## config.mk

```make
export PLATFORM = sky130hd
export DESIGN_NAME = tdoa_pair_scheduler_flat
export DESIGN_NICKNAME = d
export VERILOG_FILES = /design/src/rtl/tdoa_pkg.sv /design/src/rtl/tdoa_pair_scheduler_if.sv /design/src/rtl/tdoa_argmax_tracker.sv /design/src/rtl/tdoa_pair_scheduler.sv /design/src/flat_wrapper.sv
export SDC_FILE = /design/constraint.sdc
export NUM_CORES = 1
export LEC_CHECK = 0
export BUFFER_PORTS_ARGS = -buffer_cell sky130_fd_sc_hd__buf_2
export CELL_PAD_IN_SITES_DETAIL_PLACEMENT = 0
export CELL_PAD_IN_SITES_GLOBAL_PLACEMENT = 2
export CORE_MARGIN = 2
export CORE_UTILIZATION = 30
export DETAILED_ROUTE_END_ITERATION = 12
export GPL_ROUTABILITY_DRIVEN = 0
export MAX_ROUTING_LAYER = met4
export PLACE_DENSITY = 0.8
export SKIP_CTS_REPAIR_TIMING = 1
export SYNTH_ARGS = -nofsm -noshare
export SYNTH_HDL_FRONTEND = slang
export SYNTH_SLANG_ARGS = --single-unit
export TNS_END_PERCENT = 10
```

## constraint.sdc

```tcl
create_clock -name clk -period 6.1 [get_ports clk]
set_input_delay 1.22 -clock clk [delete_from_list [all_inputs] [get_ports clk]]
set_output_delay 1.22 -clock clk [all_outputs]
set_load 0.05 [all_outputs]
```

## src/rtl/tdoa_pkg.sv

```systemverilog
// Shared constants, FSM state type and mic-pair geometry for the TDOA pair scheduler.
// Downstream blocks use pair_to_mics() to map a pair index back to its two microphones.
package tdoa_pkg;
    localparam int NUM_PAIRS = 15;
    localparam int NUM_LAGS  = 128;
    localparam int CORR_W    = 32;
    localparam int IDX_W     = 16;
    localparam int MAX_OUT   = 8;
    localparam int PAIR_W    = 4;
    localparam int LAG_W     = 7;
    localparam int OUT_W     = 4;
    localparam int MIC_W     = 3;

    localparam logic [PAIR_W-1:0] LAST_PAIR   = 4'd14;
    localparam logic [LAG_W:0]    LAGS_CNT    = 8'd128;
    localparam logic [LAG_W:0]    LAST_LAG    = 8'd127;
    localparam logic [OUT_W-1:0]  MAX_OUT_CNT = 4'd8;

    typedef enum logic [1:0] {
        IDLE = 2'd0,
        RUN  = 2'd1,
        EMIT = 2'd2,
        FIN  = 2'd3
    } state_e;

    typedef struct packed {
        logic [MIC_W-1:0] mic_a;
        logic [MIC_W-1:0] mic_b;
    } mic_pair_t;

    function automatic mic_pair_t pair_to_mics(input logic [PAIR_W-1:0] pair);
        mic_pair_t m;
        case (pair)
            4'd0:    m = '{mic_a: 3'd0, mic_b: 3'd1};
            4'd1:    m = '{mic_a: 3'd0, mic_b: 3'd2};
            4'd2:    m = '{mic_a: 3'd0, mic_b: 3'd3};
            4'd3:    m = '{mic_a: 3'd0, mic_b: 3'd4};
            4'd4:    m = '{mic_a: 3'd0, mic_b: 3'd5};
            4'd5:    m = '{mic_a: 3'd1, mic_b: 3'd2};
            4'd6:    m = '{mic_a: 3'd1, mic_b: 3'd3};
            4'd7:    m = '{mic_a: 3'd1, mic_b: 3'd4};
            4'd8:    m = '{mic_a: 3'd1, mic_b: 3'd5};
            4'd9:    m = '{mic_a: 3'd2, mic_b: 3'd3};
            4'd10:   m = '{mic_a: 3'd2, mic_b: 3'd4};
            4'd11:   m = '{mic_a: 3'd2, mic_b: 3'd5};
            4'd12:   m = '{mic_a: 3'd3, mic_b: 3'd4};
            4'd13:   m = '{mic_a: 3'd3, mic_b: 3'd5};
            4'd14:   m = '{mic_a: 3'd4, mic_b: 3'd5};
            default: m = '{mic_a: 3'd0, mic_b: 3'd0};
        endcase
        return m;
    endfunction
endpackage

```

## src/rtl/tdoa_pair_scheduler_if.sv

```systemverilog
// Correlator request/response and TDOA result bundle between the scheduler and its neighbours.
interface tdoa_pair_scheduler_if;
    import tdoa_pkg::*;

    logic                     req_valid;
    logic                     req_ready;
    logic [PAIR_W-1:0]        req_pair;
    logic [LAG_W-1:0]         req_lag;
    logic                     rsp_valid;
    logic signed [CORR_W-1:0] rsp_corr;
    logic                     tdoa_valid;
    logic [PAIR_W-1:0]        tdoa_pair;
    logic [IDX_W-1:0]         tdoa_idx;
    logic signed [CORR_W-1:0] tdoa_peak;

    modport master (
        output req_valid, req_pair, req_lag,
        input  req_ready,
        input  rsp_valid, rsp_corr,
        output tdoa_valid, tdoa_pair, tdoa_idx, tdoa_peak
    );

    modport slave (
        input  req_valid, req_pair, req_lag,
        output req_ready,
        output rsp_valid, rsp_corr,
        input  tdoa_valid, tdoa_pair, tdoa_idx, tdoa_peak
    );
endinterface

```

## src/rtl/tdoa_argmax_tracker.sv

```systemverilog
// Signed running maximum with the lag index where it was first reached.
// A sample with clear high starts a new search regardless of the held peak.
module tdoa_argmax_tracker
    import tdoa_pkg::*;
(
    input  logic                     clk,
    input  logic                     rst,
    input  logic                     clear,
    input  logic                     sample_valid,
    input  logic signed [CORR_W-1:0] sample,
    input  logic [LAG_W-1:0]         sample_idx,
    output logic signed [CORR_W-1:0] peak,
    output logic [LAG_W-1:0]         peak_idx
);
    logic signed [CORR_W-1:0] peak_q, peak_d;
    logic [LAG_W-1:0]         idx_q, idx_d;

    // Strict greater-than keeps the lowest lag on ties.
    always_comb begin
        peak_d = peak_q;
        idx_d  = idx_q;
        if (sample_valid && (clear || (sample > peak_q))) begin
            peak_d = sample;
            idx_d  = sample_idx;
        end else begin
            peak_d = peak_q;
            idx_d  = idx_q;
        end
    end

    // Peak/index registers.
    always_ff @(posedge clk) begin
        if (rst) begin
            peak_q <= '0;
            idx_q  <= '0;
        end else begin
            peak_q <= peak_d;
            idx_q  <= idx_d;
        end
    end

    assign peak     = peak_q;
    assign peak_idx = idx_q;
endmodule

```

## src/rtl/tdoa_pair_scheduler.sv

```systemverilog
// Walks the shared correlator over all mic pairs and lags, emitting one peak-lag TDOA per pair.
// Issue for the next pair only starts after the current pair's result has been emitted.
module tdoa_pair_scheduler
    import tdoa_pkg::*;
(
    input  logic clk,
    input  logic rst,
    input  logic start,
    output logic busy,
    output logic done,
    output logic protocol_err,
    tdoa_pair_scheduler_if.master bus
);
    state_e            state_q, state_d;
    logic [PAIR_W-1:0] pair_q, pair_d;
    logic [PAIR_W-1:0] tdoa_pair_q, tdoa_pair_d;
    logic [LAG_W:0]    issued_q, issued_d;
    logic [LAG_W:0]    resp_q, resp_d;
    logic [OUT_W-1:0]  outst_q, outst_d;
    logic              req_valid_q, req_valid_d;
    logic              busy_q, busy_d;
    logic              done_q, done_d;
    logic              tdoa_valid_q, tdoa_valid_d;
    logic              err_q, err_d;
    logic              hs_s, rsp_ok_s, last_rsp_s;
    logic signed [CORR_W-1:0] trk_peak_s;
    logic [LAG_W-1:0]         trk_idx_s;

    // Next-state, counter and registered-output computation.
    always_comb begin
        hs_s       = req_valid_q && bus.req_ready;
        rsp_ok_s   = bus.rsp_valid && (outst_q != 4'd0);
        last_rsp_s = rsp_ok_s && (resp_q == LAST_LAG);

        state_d      = state_q;
        pair_d       = pair_q;
        tdoa_pair_d  = tdoa_pair_q;
        tdoa_valid_d = 1'b0;
        issued_d     = hs_s ? (issued_q + 8'd1) : issued_q;
        resp_d       = rsp_ok_s ? (resp_q + 8'd1) : resp_q;

        // A response with nothing outstanding is dropped and latched as an error.
        if (bus.rsp_valid && (outst_q == 4'd0)) begin
            err_d = 1'b1;
        end else begin
            err_d = err_q;
        end

        case ({hs_s, rsp_ok_s})
            2'b10:   outst_d = outst_q + 4'd1;
            2'b01:   outst_d = outst_q - 4'd1;
            default: outst_d = outst_q;
        endcase

        case (state_q)
            IDLE: begin
                if (start) begin
                    state_d  = RUN;
                    pair_d   = 4'd0;
                    issued_d = 8'd0;
                    resp_d   = 8'd0;
                    outst_d  = 4'd0;
                end else begin
                    state_d = IDLE;
                end
            end
            RUN: begin
                if (last_rsp_s) begin
                    state_d      = EMIT;
                    tdoa_valid_d = 1'b1;
                    tdoa_pair_d  = pair_q;
                end else begin
                    state_d = RUN;
                end
            end
            EMIT: begin
                if (pair_q < LAST_PAIR) begin
                    state_d  = RUN;
                    pair_d   = pair_q + 4'd1;
                    issued_d = 8'd0;
                    resp_d   = 8'd0;
                end else begin
                    state_d = FIN;
                end
            end
            FIN:     state_d = IDLE;
            default: state_d = IDLE;
        endcase

        req_valid_d = (state_d == RUN) && (issued_d < LAGS_CNT) && (outst_d < MAX_OUT_CNT);
        busy_d      = (state_d == RUN) || (state_d == EMIT);
        done_d      = (state_d == FIN);
    end

    // Scheduler FSM, counters and registered outputs.
    always_ff @(posedge clk) begin
        if (rst) begin
            state_q      <= IDLE;
            pair_q       <= '0;
            tdoa_pair_q  <= '0;
            issued_q     <= '0;
            resp_q       <= '0;
            outst_q      <= '0;
            req_valid_q  <= 1'b0;
            busy_q       <= 1'b0;
            done_q       <= 1'b0;
            tdoa_valid_q <= 1'b0;
            err_q        <= 1'b0;
        end else begin
            state_q      <= state_d;
            pair_q       <= pair_d;
            tdoa_pair_q  <= tdoa_pair_d;
            issued_q     <= issued_d;
            resp_q       <= resp_d;
            outst_q      <= outst_d;
            req_valid_q  <= req_valid_d;
            busy_q       <= busy_d;
            done_q       <= done_d;
            tdoa_valid_q <= tdoa_valid_d;
            err_q        <= err_d;
        end
    end

    // Responses arrive in request order, so the response count is the lag index.
    tdoa_argmax_tracker u_tracker (
        .clk          (clk),
        .rst          (rst),
        .clear        (resp_q == 8'd0),
        .sample_valid (rsp_ok_s),
        .sample       (bus.rsp_corr),
        .sample_idx   (resp_q[LAG_W-1:0]),
        .peak         (trk_peak_s),
        .peak_idx     (trk_idx_s)
    );

    assign bus.req_valid  = req_valid_q;
    assign bus.req_pair   = pair_q;
    assign bus.req_lag    = issued_q[LAG_W-1:0];
    assign bus.tdoa_valid = tdoa_valid_q;
    assign bus.tdoa_pair  = tdoa_pair_q;
    assign bus.tdoa_idx   = {{(IDX_W-LAG_W){1'b0}}, trk_idx_s};
    assign bus.tdoa_peak  = trk_peak_s;
    assign busy           = busy_q;
    assign done           = done_q;
    assign protocol_err   = err_q;
endmodule

```

## src/flat_wrapper.sv

```systemverilog
// flat-port wrapper written by rule: the top's interface ports become plain ports
module tdoa_pair_scheduler_flat import tdoa_pkg::*;
  (clk, rst, start, busy, done, protocol_err, bus_req_valid, bus_req_pair, bus_req_lag, bus_req_ready, bus_rsp_valid, bus_rsp_corr, bus_tdoa_valid, bus_tdoa_pair, bus_tdoa_idx, bus_tdoa_peak);
  tdoa_pair_scheduler_if bus_i ();
  input  logic clk;
  input  logic rst;
  input  logic start;
  output logic busy;
  output logic done;
  output logic protocol_err;
  output wire logic [$bits(bus_i.req_valid)-1:0] bus_req_valid;
  output wire logic [$bits(bus_i.req_pair)-1:0] bus_req_pair;
  output wire logic [$bits(bus_i.req_lag)-1:0] bus_req_lag;
  input wire logic [$bits(bus_i.req_ready)-1:0] bus_req_ready;
  input wire logic [$bits(bus_i.rsp_valid)-1:0] bus_rsp_valid;
  input wire logic [$bits(bus_i.rsp_corr)-1:0] bus_rsp_corr;
  output wire logic [$bits(bus_i.tdoa_valid)-1:0] bus_tdoa_valid;
  output wire logic [$bits(bus_i.tdoa_pair)-1:0] bus_tdoa_pair;
  output wire logic [$bits(bus_i.tdoa_idx)-1:0] bus_tdoa_idx;
  output wire logic [$bits(bus_i.tdoa_peak)-1:0] bus_tdoa_peak;
  assign bus_req_valid = bus_i.req_valid;
  assign bus_req_pair = bus_i.req_pair;
  assign bus_req_lag = bus_i.req_lag;
  assign bus_i.req_ready = bus_req_ready;
  assign bus_i.rsp_valid = bus_rsp_valid;
  assign bus_i.rsp_corr = bus_rsp_corr;
  assign bus_tdoa_valid = bus_i.tdoa_valid;
  assign bus_tdoa_pair = bus_i.tdoa_pair;
  assign bus_tdoa_idx = bus_i.tdoa_idx;
  assign bus_tdoa_peak = bus_i.tdoa_peak;
  tdoa_pair_scheduler u_core (.clk(clk), .rst(rst), .start(start), .busy(busy), .done(done), .protocol_err(protocol_err), .bus(bus_i));
endmodule
```

==> flow_metrics.tcl <==
set metrics [dict create \
    outcome "completed" \
    synth-async-reset-ratio 0 \
    power_density_mw_per_mm2 251 \
    post_synth_mux_area_share 0.103 \
    fin_tns_setup_ns 0 \
    floorplan.die.height_um 123 \
    xor_xnor_portion_of_the_synthesized_cell_area 0.0329 \
    cts_sinks 74 \
    flow.area_growth_from_synthesis_pct 18.6 \
    worst-path-max-fanout 24 \
    initial_utilization 0.307 \
    critical_path.endpoint_type "register" \
    globalRoute.totalOverflow 0 \
    critical_path_required_ns 6.36 \
    cts_tree "built" \
    largest_net_degree_at_the_start_of_global_routing 49 \
    yosysWarningCount 0 \
    syn_inst 480 \
    n_antenna_cell 0 \
    synth_top_area_cell "dfxtp_1" \
    cts_max_level 3 \
    layout.core_utilization 0.364 \
    horizontal_die_dimension_um 123 \
    post-route-period-util 0.585 \
    rows 43 \
    hold_path.class "register to register" \
    synth.area.top_cells "dfxtp_1 (35%), ha_1 (12%), nand2b_1 (12%), mux2i_1 (10%), inv_1 (3.4%)" \
    netlist_area_mm2 0.00427 \
    clock-skew-final_ns 0.00532 \
    design_area_mm2 0.00506 \
    fraction_of_layout_instances_using_a_drive_strength_above_1 0.201 \
    synth-simple-area-share 0.232 \
    worst_ir_drop_vdd_mv 0.138 \
    post_drt_wl_per_cell_um 12.8 \
    max_cap_violations 0 \
    grt_setup_unrepaired "false" \
    detailroute.via_count 3433 \
    post-synth-top-count-cell "nand2b_1" \
    antenna_violating_nets_post_route 0 \
    tightest_slew_ns 0.673 \
    placeableCoreArea_mm2 0.0139 \
    final_net_count 636 \
    grt_use_total 0.137 \
    cp_slowest_cell "o32a_2" \
    critical_path.cell_chain "buf_2 > ha_1 > nand4_1 > nor4_1 > a21boi_0 > o41a_1 > o32a_2 > buf_4 > mux2i_1" \
    syn_avg_cell_area_um2 8.89 \
    edff_count_synth 0 \
    final-hold-violation-count 0 \
    worst_ep_arrival_time_ns 3.83 \
    main_combinational_cell_family_by_area_after_synthesis "simple AND/OR/NAND/NOR gates" \
    synth.cells.most_frequent "nand2b_1 (79), dfxtp_1 (74), mux2i_1 (44), ha_1 (41), inv_1 (39)" \
    startpoint_type "primary input" \
    clk_root_buffer_cell "clkbuf_16" \
    grt_antenna_before_repair 0 \
    ys.flop_type "dfxtp_1" \
    post_dp_cell_area_mm2 0.00478 \
    synth-compound-area-share 0.0736 \
    place.port_buffers 95 \
    synth_cell_types 43 \
    clock_pin_slew_of_the_registers_on_the_worst_case_setup_and_hold_paths_ns 0.06 \
    number_of_buffers_inserted_during_clock_tree_synthesis 9 \
    boundaryPins 105 \
    postRouteWirelength_um 9540 \
    period_needed_ns 3.57 \
    slew_headroom 0.551 \
    yosys.area_share.adder 0.120 \
    drt-initial-drc-count 123 \
    final-setup-viol-count 0 \
    clockBufferDepth 2 \
    grt_pass1_wl_um 15700 \
    critPathKind "primary input to register" \
    drc 0 \
    holdWs_ns 0.464 \
    fmax_ghz 0.280 \
    dp.final_hpwl_um 7180 \
    ys_seq_elements 74 \
    die_outline_area_mm2 0.0152 \
    drt_pass1_iterations 4 \
    worst_path_largest_cell_delay_ns 0.49 \
    portion_of_synthesized_cell_area_occupied_by_the_leading_cell_type 0.347 \
    clk_latency_ns 0.34 \
    synth_sequential_area_ratio 0.347 \
    finalMaxSlewViolations 0 \
    filler_cell_count 1474 \
    static-leakage-power_nw 2.14 \
    avgViaCountPerCell 4.62 \
    first_global_vias 3285 \
]
-- per-stage QoR --
| step | cells | worst slack (ns) | total power [mW] |
|---|---|---|---|
| 6_report | 743 | 2.53 | 1.27 |
| 5_1_grt | 743 | 2.33 | 1.34 |
| 4_1_cts | 743 | 2.47 | 1.30 |
| 3_5_place_dp | 727 | 2.11 | 0.768 |
| 3_3_place_gp | 727 | 2.23 | 0.764 |
| 2_1_floorplan | 488 | 2.92 | 0.715 |
-- worst paths after layout --
kind / startpoint / slack, ns / endpoint / cells past startpoint
max: bus_rsp_corr[14] / 2.53 / u_core.u_tracker.peak[4]$_SDFFE_PP0P_ / 9
min: u_core.protocol_err$_SDFFE_PP0P_ / 0.46 / u_core.protocol_err$_SDFFE_PP0P_ / 2
max reg2reg: u_core.u_tracker.peak[14]$_SDFFE_PP0P_ / 3.12 / u_core.u_tracker.peak[4]$_SDFFE_PP0P_ / 9
min reg2reg: u_core.protocol_err$_SDFFE_PP0P_ / 0.46 / u_core.protocol_err$_SDFFE_PP0P_ / 2
-- metal layers --
metal  wire length (um)  global-route usage
met5                  0                   -
met4                 66              0.0476
met3                768              0.0526
met2               4250               0.209
met1               4460               0.165
-- cell type report --
type / count / area, um^2 / area share
Clock buffer: 13 / 240 / 0.0475
Clock inverter: 3 / 40.0 / 0.00792
Inverter: 39 / 146 / 0.0289
Multi-Input combinational cell: 337 / 2430 / 0.481
Sequential cell: 74 / 1480 / 0.293
Tap cell: 180 / 225 / 0.0445
Timing Repair Buffer: 97 / 490 / 0.0970
-- power by group --
group / switching, mW / internal [mW]
Combinational: 0.155 / 0.0822
Clock: 0.199 / 0.316
Sequential: 0.0148 / 0.502
-- logic make-up after synthesis --
kind of cell | Yosys count
buffers and inverters | 77
adder cells (fa/ha/maj) | 41
AO/OA/AOI/OAI | 52
other | 1
flip-flops | 74
AND/OR/NAND/NOR | 175
XOR/XNOR | 16
multiplexers | 44
-- layout by cell type, fill, tap and decap left out, types with 3 or more instances in the layout --
| master | netlist | routed |
|---|---|---|
| nor2b_1 | 6 | 6 |
| clkbuf_1 | 16 | 4 |
| mux2i_1 | 44 | 44 |
| dfxtp_1 | 74 | 74 |
| nor2_1 | 29 | 29 |
| o21ai_0 | 12 | 12 |
| buf_2 | 2 | 95 |
| ha_1 | 41 | 41 |
| or3_1 | 4 | 4 |
| xor2_1 | 12 | 12 |
| nand4_1 | 13 | 13 |
| nand3_1 | 5 | 5 |
| nand2_1 | 17 | 17 |
| a21o_1 | 4 | 4 |
| a21oi_1 | 22 | 22 |
| nor3_1 | 5 | 5 |
| a31oi_1 | 3 | 3 |
| clkbuf_16 | 0 | 9 |
| nand2b_1 | 79 | 79 |
| xnor2_1 | 4 | 4 |
| conb_1 | 1 | 9 |
| inv_1 | 39 | 39 |
-- registers in the layout, indices dropped and copies added (netlist names) --
register,count
u_core.protocol_err,1
u_core.issued_q,8
u_core.busy,1
u_core.bus.req_pair,4
u_core.bus.req_valid,1
u_core.state_q,2
u_core.bus.tdoa_valid,1
u_core.u_tracker.peak,32
u_core.resp_q,8
u_core.bus.tdoa_pair,4
u_core.done,1
u_core.outst_q,4
u_core.u_tracker.peak_idx,7
-- worst max-delay path: cells and delay by family --
| kind | cells | cell delay, ns |
|---|---|---|
| mux | 1 | 0.25 |
| simple gates | 2 | 0.54 |
| fa+ha+maj | 1 | 0.31 |
| buf+inv | 2 | 0.59 |
| compound gates | 3 | 0.89 |
Note: power is estimated with default switching activity, not from simulation.
